File: config.mk
export PLATFORM = sky130hd
export DESIGN_NAME = count_sched
export DESIGN_NICKNAME = d
export VERILOG_FILES = /design/src/rtl/count_sched_pkg.sv /design/src/rtl/count_sched_rr_pick.sv /design/src/rtl/count_sched.sv
export SDC_FILE = /design/constraint.sdc
export NUM_CORES = 1
export LEC_CHECK = 0
export BUFFER_PORTS_ARGS = -buffer_cell sky130_fd_sc_hd__buf_2
export CORE_AREA = 4 4 55 77
export DETAILED_ROUTE_END_ITERATION = 12
export DIE_AREA = 0 0 59 81
export HOLD_SLACK_MARGIN = 0.02
export RECOVER_POWER = 25
export SLEW_MARGIN = 20
export SYNTH_ARGS = -nofsm -noshare
export SYNTH_HDL_FRONTEND = slang
export SYNTH_HIERARCHICAL = 1
export SYNTH_SLANG_ARGS = --single-unit
File: constraint.sdc
create_clock -name clk -period 2.5 [get_ports clk]
set_input_delay 0.5 -clock clk [delete_from_list [all_inputs] [get_ports clk]]
set_output_delay 0.5 -clock clk [all_outputs]
set_load 0.01 [all_outputs]
File: src/rtl/count_sched_pkg.sv
// Shared definitions for the count_sched shared-counter scheduler:
// FSM state encoding and default geometry.
package count_sched_pkg;

    typedef enum logic [1:0] {
        IDLE = 2'd0,
        RUN  = 2'd1,
        DONE = 2'd2
    } state_t;

    localparam int N_DEF    = 4;
    localparam int NREQ_DEF = 4;

endpackage

File: src/rtl/count_sched_rr_pick.sv
// Combinational round-robin picker: first set request at or above rr_ptr,
// wrapping modulo NREQ. Returns a one-hot winner and a valid flag.
module rr_pick #(
    parameter int NREQ = 4,
    parameter int PW   = 2
) (
    input  logic [NREQ-1:0] req,
    input  logic [PW-1:0]   rr_ptr,
    output logic [NREQ-1:0] win,
    output logic            valid
);

    logic [PW:0]   sum;
    logic [PW-1:0] idx;

    always_comb begin
        win   = '0;
        valid = 1'b0;
        sum   = '0;
        idx   = '0;
        for (int k = 0; k < NREQ; k++) begin
            // One extra bit keeps the wrap correct for non-power-of-two NREQ.
            sum = {1'b0, rr_ptr} + (PW+1)'(k);
            if (sum >= (PW+1)'(NREQ)) begin
                sum = sum - (PW+1)'(NREQ);
            end
            idx = sum[PW-1:0];
            if (!valid && req[idx]) begin
                win[idx] = 1'b1;
                valid    = 1'b1;
            end
        end
    end

endmodule

File: src/rtl/count_sched.sv
// Shared-counter scheduler: round-robin grants one requester at a time a
// counting interval of len+1 cycles, then pulses done to that requester.
module count_sched
    import count_sched_pkg::*;
#(
    parameter int N    = N_DEF,
    parameter int NREQ = NREQ_DEF
) (
    input  logic              clk,
    input  logic              reset_n,
    input  logic [NREQ-1:0]   req,
    input  logic [NREQ*N-1:0] len,
    output logic [NREQ-1:0]   grant,
    output logic              busy,
    output logic [N-1:0]      cnt_Q,
    output logic [NREQ-1:0]   done
);

    localparam int PW = (NREQ > 1) ? $clog2(NREQ) : 1;

    state_t          state_q, state_d;
    logic [NREQ-1:0] grant_q, grant_d;
    logic [NREQ-1:0] done_q, done_d;
    logic [N-1:0]    cnt_q, cnt_d;
    logic [N-1:0]    tc_q, tc_d;
    logic [PW-1:0]   rr_ptr_q, rr_ptr_d;

    logic [NREQ-1:0] win;
    logic            win_vld;
    logic [N-1:0]    len_sel;
    logic [PW-1:0]   gidx;
    logic [PW-1:0]   nxt_ptr;

    rr_pick #(.NREQ(NREQ), .PW(PW)) u_rr_pick (
        .req    (req),
        .rr_ptr (rr_ptr_q),
        .win    (win),
        .valid  (win_vld)
    );

    always_comb begin
        len_sel = '0;
        gidx    = '0;
        for (int i = 0; i < NREQ; i++) begin
            if (win[i]) begin
                len_sel = len_sel | len[i*N +: N];
            end
            if (grant_q[i]) begin
                gidx = PW'(i);
            end
        end
        nxt_ptr = (gidx == PW'(NREQ-1)) ? '0 : gidx + 1'b1;
    end

    // The pointer advances as the interval ends, so the arbitration made on
    // the DONE edge already sees the finished requester as lowest priority.
    always_comb begin
        state_d  = state_q;
        grant_d  = grant_q;
        done_d   = '0;
        cnt_d    = cnt_q;
        tc_d     = tc_q;
        rr_ptr_d = rr_ptr_q;
        case (state_q)
            IDLE, DONE: begin
                if (win_vld) begin
                    grant_d = win;
                    tc_d    = len_sel;
                    cnt_d   = '0;
                    state_d = RUN;
                end else begin
                    grant_d = '0;
                    cnt_d   = '0;
                    state_d = IDLE;
                end
            end
            RUN: begin
                if ((req & grant_q) == '0) begin
                    grant_d  = '0;
                    cnt_d    = '0;
                    rr_ptr_d = nxt_ptr;
                    state_d  = IDLE;
                end else if (cnt_q == tc_q) begin
                    done_d   = grant_q;
                    grant_d  = '0;
                    cnt_d    = '0;
                    rr_ptr_d = nxt_ptr;
                    state_d  = DONE;
                end else begin
                    cnt_d = cnt_q + 1'b1;
                end
            end
            default: begin
                grant_d = '0;
                cnt_d   = '0;
                state_d = IDLE;
            end
        endcase
    end

    always_ff @(posedge clk or negedge reset_n) begin
        if (!reset_n) begin
            state_q  <= IDLE;
            grant_q  <= '0;
            done_q   <= '0;
            cnt_q    <= '0;
            tc_q     <= '0;
            rr_ptr_q <= '0;
        end else begin
            state_q  <= state_d;
            grant_q  <= grant_d;
            done_q   <= done_d;
            cnt_q    <= cnt_d;
            tc_q     <= tc_d;
            rr_ptr_q <= rr_ptr_d;
        end
    end

    assign grant = grant_q;
    assign done  = done_q;
    assign cnt_Q = cnt_q;
    assign busy  = |grant_q;

endmodule

**Word-level counts from Yosys, hierarchy flattened**

Index checks and enable logic that the tools add are counted.

- Flip-flop bits (word level): 20
- Word-level logic and storage cells: 108
- Output and inout bits: 13

- Mux-type cells: 52
- Bitwise operators: 7
- Add/sub/neg operators: 9
- Reductions and logical operators: 17
- Order comparisons: 12
- Eq/ne operators: 5

Operator list:

| kind | count |
|---|---|
| $mux 4 | 17 |
| $or 4x4->4 | 6 |
| $mux 2 | 11 |
| $mux 1 | 14 |
| $lt 2x3->1 const B | 4 |
| $ge 3x3->1 const B | 3 |
| $bmux 1 s2 | 4 |
| $demux 1 s2 | 4 |
| $ge 2x1->1 const B | 4 |
| $pmux 4 s2 | 1 |
| $sub 2x1->2 const B | 4 |
| $logic_and 1x1->1 | 7 |
| $add 2x2->3 const B | 2 |
| $add 4x1->4 const B | 1 |
| $and 4x4->4 | 1 |
| $eq 2x2->1 const B | 2 |
| $eq 4x4->1 | 1 |
| $logic_not 4->1 | 1 |
| $pmux 2 s2 | 1 |
| $reduce_and 2->1 | 2 |
| $reduce_or 4->1 | 1 |
| $add 2x1->3 const B | 1 |
| $ge 2x3->1 const B | 1 |
| $logic_not 1->1 | 3 |
| 6 further kinds | 6 |

**Depth between registers and ports, before layout**

Gate-level depths: netlist of the first run.

- Depth after elaboration: 21
- Gate-level depth with buffers: 10
- Mapped depth without buffers: 8

**Cells and area by module**

The synthesis of the first run kept the hierarchy.

By module, submodules not included:

| module | instances | cells each | area each (µm²) |
|---|---|---|---|
| count_sched | 1 | 75 | 890.9 |
| rr_pick | 1 | 62 | 508.0 |

**Worst setup path after synthesis of the first run**

No wires, ideal clock.

- Kind: flip-flop to flip-flop
- From: register rr_ptr_q[0]
- To: register tc_q[0]
- Required time: 2.358 ns
- Buffers on the path: 2
- Cell stages (with the launch flop): 11
- Clock period less this slack: 2.407 ns
- Slack: 0.093 ns
- Arrival: 2.265 ns
- Library setup time: 0.142 ns
- Cell sequence: dfrtp_1 -> buf_6 -> inv_1 -> ha_1 -> buf_2 -> mux2_2 -> and3_1 -> a2111oi_2 -> o2bb2ai_1 -> a22oi_1 -> a31oi_1

- Cells in the longest elaborated chain, start to end: 21
- Elaborated cells on any way between the ends: 68

RTL lines:

| item | line | RTL |
|---|---|---|
| from (decl) | count_sched.sv:26 | `logic [PW-1:0] rr_ptr_q, rr_ptr_d;` |
| from (signal assigned) | count_sched.sv:115 | `rr_ptr_q <= rr_ptr_d;` |
| branches (longest 13 deep; another with $add 2x1->3) | - |  |
| $mux 4 * | count_sched_rr_pick.sv:28 | `if (!valid && req[idx]) begin` |
| named net win[0] | count_sched.sv:28 | `logic [NREQ-1:0] win;` |
| $mux 4 * | count_sched.sv:45 | `if (win[i]) begin` |
| $or 4x4->4 | count_sched.sv:46 | `len_sel = len_sel \| len[i*N +: N];` |
| $mux 4 * | count_sched.sv:45 |  |
| $or 4x4->4 | count_sched.sv:46 |  |
| $mux 4 * | count_sched.sv:45 |  |
| $or 4x4->4 | count_sched.sv:46 |  |
| $mux 4 * | count_sched.sv:45 |  |
| to (signal assigned) | count_sched.sv:114 | `tc_q <= tc_d;` |
| to (decl) | count_sched.sv:25 | `logic [N-1:0] tc_q, tc_d;` |

Mark *: on every way through the listed nets, which the timed path passes. The select of a mux whose other input is x is not followed.
A chain may end at the register's enable or synchronous reset.

**Worst setup path in the final report of the first run**

- From: register rr_ptr_q[1]
- To: register tc_q[1]

The elaborated chain is that of the path after synthesis.

==> metrics, run 1 <==
PD cells=1160 mW/mm^2; endpoints failing hold=0; leading area contributor after synthesis=dfrtp_1; vias in the first global route=1225; Post-Route WL=3480 um; reg2reg path depth=8; CTS buffer count=3; Post-synth top flop=dfrtp_1; Comb pwr share=62.2%; Psw=879 uW; Site Rows=26; die width=59 um; RSZ-0062 raised after global routing=no; met1 usage=18.7%; switching share of power=44.5%; Max clock buf depth=2; Setup Total Neg Slack=0 ns; P&R area growth vs syn=22.0%; DIE AREA=0.00478 sq mm; Setup CP Type=flop to flop; Root Buffer=clkbuf_8; GR met3 Demand/Resource=1.43%; Reg power frac=25.6%; hpwl dp=2790 um; Clock Latency Late Sink=0.25 ns; Yosys reg bits=20; height of the die=81 um; Ys Warns=6; CP Launch Type=flop; WP data arrival=2.41 ns; CTS H-tree lvls=1; Fillers=335; via count=1228; R2R Path End=tc_q[1]; CP required=2.63 ns; syn_nets=166; grt met2 use=27.8%; Routed WL per cell=16.2 um; Max VDD drop=0.549 mV; slew margin rel.=29.6%; Final setup viols=0; main area contributors after synthesis=dfrtp_1, ha_1, mux2i_1; Remaining Overflow, GRT=0; hold buffer count at CTS=0; RR Startpoint=rr_ptr_q[1]; initial antenna violation count=0; Int Pwr=1100 uW; count leader, synth=dfrtp_1; Pre-antenna DRT Iters=4; period utilization=91.0%; share of the synthesized area in the top cell type=35.8%; layer with the highest usage=met2; Crit. End Element=flop; Final #Nets=203; drt drc=0; max-slew violations=0; register area share after synthesis=35.8%; crit path time final=2.27 ns; clock power share=12.2%; via/cell ratio=5.71; Worst Hold Class=input port to async pin; synth unique cells=40; CP Max Fanout=6; Core Box Area=0.00358 sq mm; Tot GR Track Use=15.7%; max_cap viols=0; first-pass GRT wire length=5850 um; Final ANT Viol Nets=0; fin util=47.7%; fmax=0.440 GHz; largest net degree at the start of global routing=23; async set-reset flop share out of synthesis=100%; ANT cells=0; worst-margin pin slew=1.06 ns; clk sink count=20; Placer Congestion=0.879; outcome=complete, no violations; DRT iter0 DRCs=50; Ports=35; synthesized cell area=0.00140 sq mm; starting density of the core=39.1%; number of port buffers=34; clk slew on worst S/H paths=0.07 ns; P_leak=0.000775 uW; fraction of layout cells with a size suffix above 1=34.1%; syn avg cell area=10.2 sq um; Cells after Synth=137; setup slack, reg-to-reg=0.23 ns; CTS tree=built; number of flops mapped to enable cells by yosys=0; commonest cells in the netlist=dfrtp_1, nor2_1, a22oi_1; Worst Clk Skew=0.00140 ns
## worst max-delay path by stage
| stage | startpoint | end | slack, ns | depth (start not counted) |
|---|---|---|---|---|
| floorplan | rr_ptr_q[0] | tc_q[0] | 0.09 | 10 |
| global placement | rr_ptr_q[1] | tc_q[1] | 0.09 | 8 |
| detailed placement | rr_ptr_q[1] | tc_q[1] | 0.02 | 8 |
| CTS | rr_ptr_q[1] | tc_q[1] | 0.08 | 8 |
| global route | rr_ptr_q[1] | tc_q[3] | 0.08 | 8 |
| finish | rr_ptr_q[1] | tc_q[1] | 0.23 | 8 |
## cell families (layout without fill, tap and decap cells)
logic type | Yosys count | in the layout | synth area share [%]
XOR/XNOR | 6 | 6 | 3.76
adder cells (fa/ha/maj) | 7 | 7 | 6.26
AND/OR/NAND/NOR | 48 | 48 | 19.9
buffers and inverters | 8 | 44 | 3.40
flip-flops | 20 | 20 | 35.8
multiplexers | 10 | 10 | 8.32
AO/OA/AOI/OAI | 38 | 38 | 22.5
## critical path: stages, from the launching register on
cell and delay (ns):
dfrtp_1 0.39, inv_1 0.14, ha_4 0.24, mux2i_2 0.19, mux2_2 0.33, a2111oi_2 0.36
o2bb2ai_2 0.17, a22oi_1 0.22, a31oi_1 0.11
## through the flow
step	total power (uW)	area, sq um	cells	hold slack, ns	setup slack, ns
after floorplan	1370	1400	137	0.204	0.0931
after global placement	1630	1610	211	0.459	0.0871
after detailed placement	1660	1610	211	0.471	0.0248
after CTS	1910	1670	215	0.195	0.0774
after global routing	2140	1710	215	0.526	0.0822
final	1970	1710	215	0.413	0.225
## layer usage
layer  vias to the layer above  wire [um]
met5                         -          0
met2                        30       1920
met1                       607       1370
met4                         0         59
met3                         4        132
li1                        587          -
## power by group through the flow
| stage | registers [uW] | logic, uW | clock network (uW) |
|---|---|---|---|
| finish | 506 | 1230 | 241 |
| CTS | 507 | 1160 | 248 |
| floorplan | 516 | 856 | 0 |
| global placement | 507 | 1120 | 0 |
| detailed placement | 513 | 1140 | 0 |
| global route | 520 | 1360 | 264 |
## registers in the layout, summed over array words and instances (netlist names)
| signal | flops |
|---|---|
| cnt_Q | 4 |
| done | 4 |
| grant | 4 |
| tc_q | 4 |
| rr_ptr_q | 2 |
| state_q | 2 |
## what timing repair did
item	4_1_cts	5_1_grt
setup endpoints to repair	1	4
gates resized for setup	1	6
buffers inserted	0	0
pin swaps	0	0
## cell type report
| type | count | area (sq um) | area share [%] |
|---|---|---|---|
| repair buffers | 38 | 199 | 11.7 |
| flip-flops and latches | 20 | 500 | 29.3 |
| clock buffers | 4 | 55.1 | 3.23 |
| multi-input cells | 109 | 892 | 52.3 |
| well taps | 42 | 52.6 | 3.08 |
| inverters | 2 | 7.51 | 0.440 |
## layout by cell type, fill, tap and decap left out, drive strengths merged, types with 3 or more instances in the layout
cell     Yosys  layout
a22oi        8       8
mux2i        6       6
clkbuf       2       5
buf          4      37
a31oi        4       4
dfrtp       20      20
nand2        5       5
ha           7       7
nand2b       6       6
a22o         5       5
o2bb2ai      6       6
and2         5       5
o22ai        6       6
nor2        15      15
xor2         5       5
mux2         3       3
Note: power is estimated with default switching activity, not from simulation.
==> run 2, diff against run 1 <==
Settings changed: BUFFER_PORTS_ARGS -buffer_cell sky130_fd_sc_hd__buf_2 to -buffer_cell sky130_fd_sc_hd__clkbuf_2.
Clock period 2.5 ns to 2.4 ns, I/O delays scaled along.
==> run 2 against run 1 <==
First-iteration DRC count is 44% lower. Largest cell class unchanged. Non-clock buffer count grew 1. Critical endpoint unchanged. Clock-buffer cell count unchanged. Combinational power is 7% higher. Largest power group unchanged. Core utilization rose by 0.45 points. Clock power grew 4%. Sequential share of layout area decreased by 0.28 points. Critical path depth is the same. Die area unchanged.
==> metrics, run 2 (synthesized netlist as in run 1, its figures left out) <==
setup slack, reg-to-reg=0.14 ns; vias in the first global route=1231; PD cells=1210 mW/mm^2; CTS tree=built; number of port buffers=34; starting density of the core=39.1%; reg2reg path depth=8; Final ANT Viol Nets=0; Reg power frac=25.2%; Placer Congestion=0.867; Stages on worst setup path=8; CP required=2.54 ns; CP Max Fanout=6; Root Buffer=clkbuf_8; fin cells=216; RSZ-0062 raised after global routing=no; Pre-antenna DRT Iters=4; Setup CP Type=flop to flop; clk slew on worst S/H paths=0.07 ns; slowest stage cell on the critical path=dfrtp_1; Crit. End Element=flop; CP Launch Type=flop; first-pass GRT wire length=5710 um; Site Rows=26; highest-count cells in the layout ignoring fill and taps=clkbuf_2, dfrtp_1, nor2_1; fmax=0.442 GHz; period utilization=94.4%; Final setup viols=0; crit path time final=2.26 ns; drt drc=0; outcome=complete, no violations; initial antenna violation count=0; Final #Nets=204; Tot GR Track Use=15.4%; RR Startpoint=rr_ptr_q[1]; Critical path buffers and inverters=1; P&R area growth vs syn=23.2%; critical path cell sequence=inv_1 -> ha_4 -> mux2_2 -> and3_1 -> a2111oi_4 -> o2bb2ai_2 -> a22oi_1 -> a31oi_1; Max clock buf depth=2; dpl ws=0.0176 ns; ANT cells=0; Routed WL per cell=16.2 um; DIE AREA=0.00478 sq mm; most common cell after layout, fill and taps aside=clkbuf_2; via/cell ratio=5.55; height of the die=81 um; Worst Setup SP=rr_ptr_q[1]; Fillers=340; via count=1199; slew margin rel.=32.1%; Psw=930 uW; endpoints failing hold=0; largest net degree at the start of global routing=23; Remaining Overflow, GRT=0; crit-path leading delay family=compound AO/OA/AOI/OAI gates; Fin Hold WS=0.377 ns; setup bufs post-CTS=0; Worst Hold Class=input port to async pin; max_cap viols=0; Max VDD drop=0.965 mV; P_leak=0.000779 uW; CP endpoint=tc_q[1]; R2R Path End=tc_q[1]; Setup Total Neg Slack=0 ns; minimum setup slack in the final design=0.135 ns; clock power share=12.0%; Worst Clk Skew=0.00277 ns; Clock Latency Late Sink=0.25 ns; Comb pwr share=62.7%; Largest stage delay, worst path=0.36 ns; placed insts=212; fraction of layout cells with a size suffix above 1=33.9%; clk sink count=20; Core Box Area=0.00358 sq mm; max-slew violations=0; CTS buffer count=3; DRT iter0 DRCs=28; Post-Route WL=3500 um; WP data arrival=2.40 ns; worst-margin pin slew=1.02 ns; switching share of power=44.6%; hpwl dp=2770 um; die width=59 um; Ports=35; CTS H-tree lvls=1; Int Pwr=1150 uW
run 2: changes by cell type in the layout (fill, tap and decap cells not counted):
cell | before | now
buf_2 | 33 | 0
clkbuf_2 | 0 | 33
a2111oi_2 | 2 | 1
a2111oi_4 | 0 | 1
buf_4 | 4 | 5
mux2i_1 | 5 | 6
mux2i_2 | 1 | 0
run 2: power groups by stage:
stage	Clock (uW)	Combinational [uW]	Sequential, uW
2_1_floorplan	0	902	537
3_3_place_gp	0	1200	531
3_5_place_dp	0	1210	532
4_1_cts	257	1230	527
5_1_grt	273	1430	540
6_report	251	1310	526
run 2: per-stage QoR:
step	area, sq um	total power [uW]	util (%)
6_report	1720	2080	48.1
2_1_floorplan	1410	1440	-
3_3_place_gp	1630	1730	45.4
4_1_cts	1690	2020	47.2
3_5_place_dp	1630	1750	45.4
5_1_grt	1720	2240	48.1
run 2: worst min path at each step:
stage | startpoint | depth (start not counted) | to | slack [ns]
finish | reset_n | 1 | grant[2] | 0.38
global route | reset_n | 1 | grant[2] | 0.49
CTS | reset_n | 1 | grant[2] | 0.19
detailed placement | reset_n | 1 | done[2] | 0.46
global placement | reset_n | 1 | done[2] | 0.45
floorplan | reset_n | 0 | cnt_Q[0] | 0.18
run 2: repair_timing:
action / CTS / global route
hold buffers: 0 / 0
hold endpoints to repair: 0 / 0
resized for setup: 2 / 4
setup endpoints to repair: 3 / 4
run 2: cell type report:
cell class | count | area [sq um] | share of cell area (%)
inverters | 2 | 7.51 | 0.436
flip-flops and latches | 20 | 500 | 29.0
repair buffers | 39 | 206 | 12.0
multi-input cells | 109 | 901 | 52.3
well taps | 42 | 52.6 | 3.05
clock buffers | 4 | 55.1 | 3.20
run 2: metal layers:
metal  global-route usage, %  share of wire (%)  up-vias
met5                       0                  0        -
met4                    6.58               0.66        0
met3                    1.75                3.9        2
met2                    28.0                 55       29
met1                    17.8                 40      576
li1                        -                  -      592
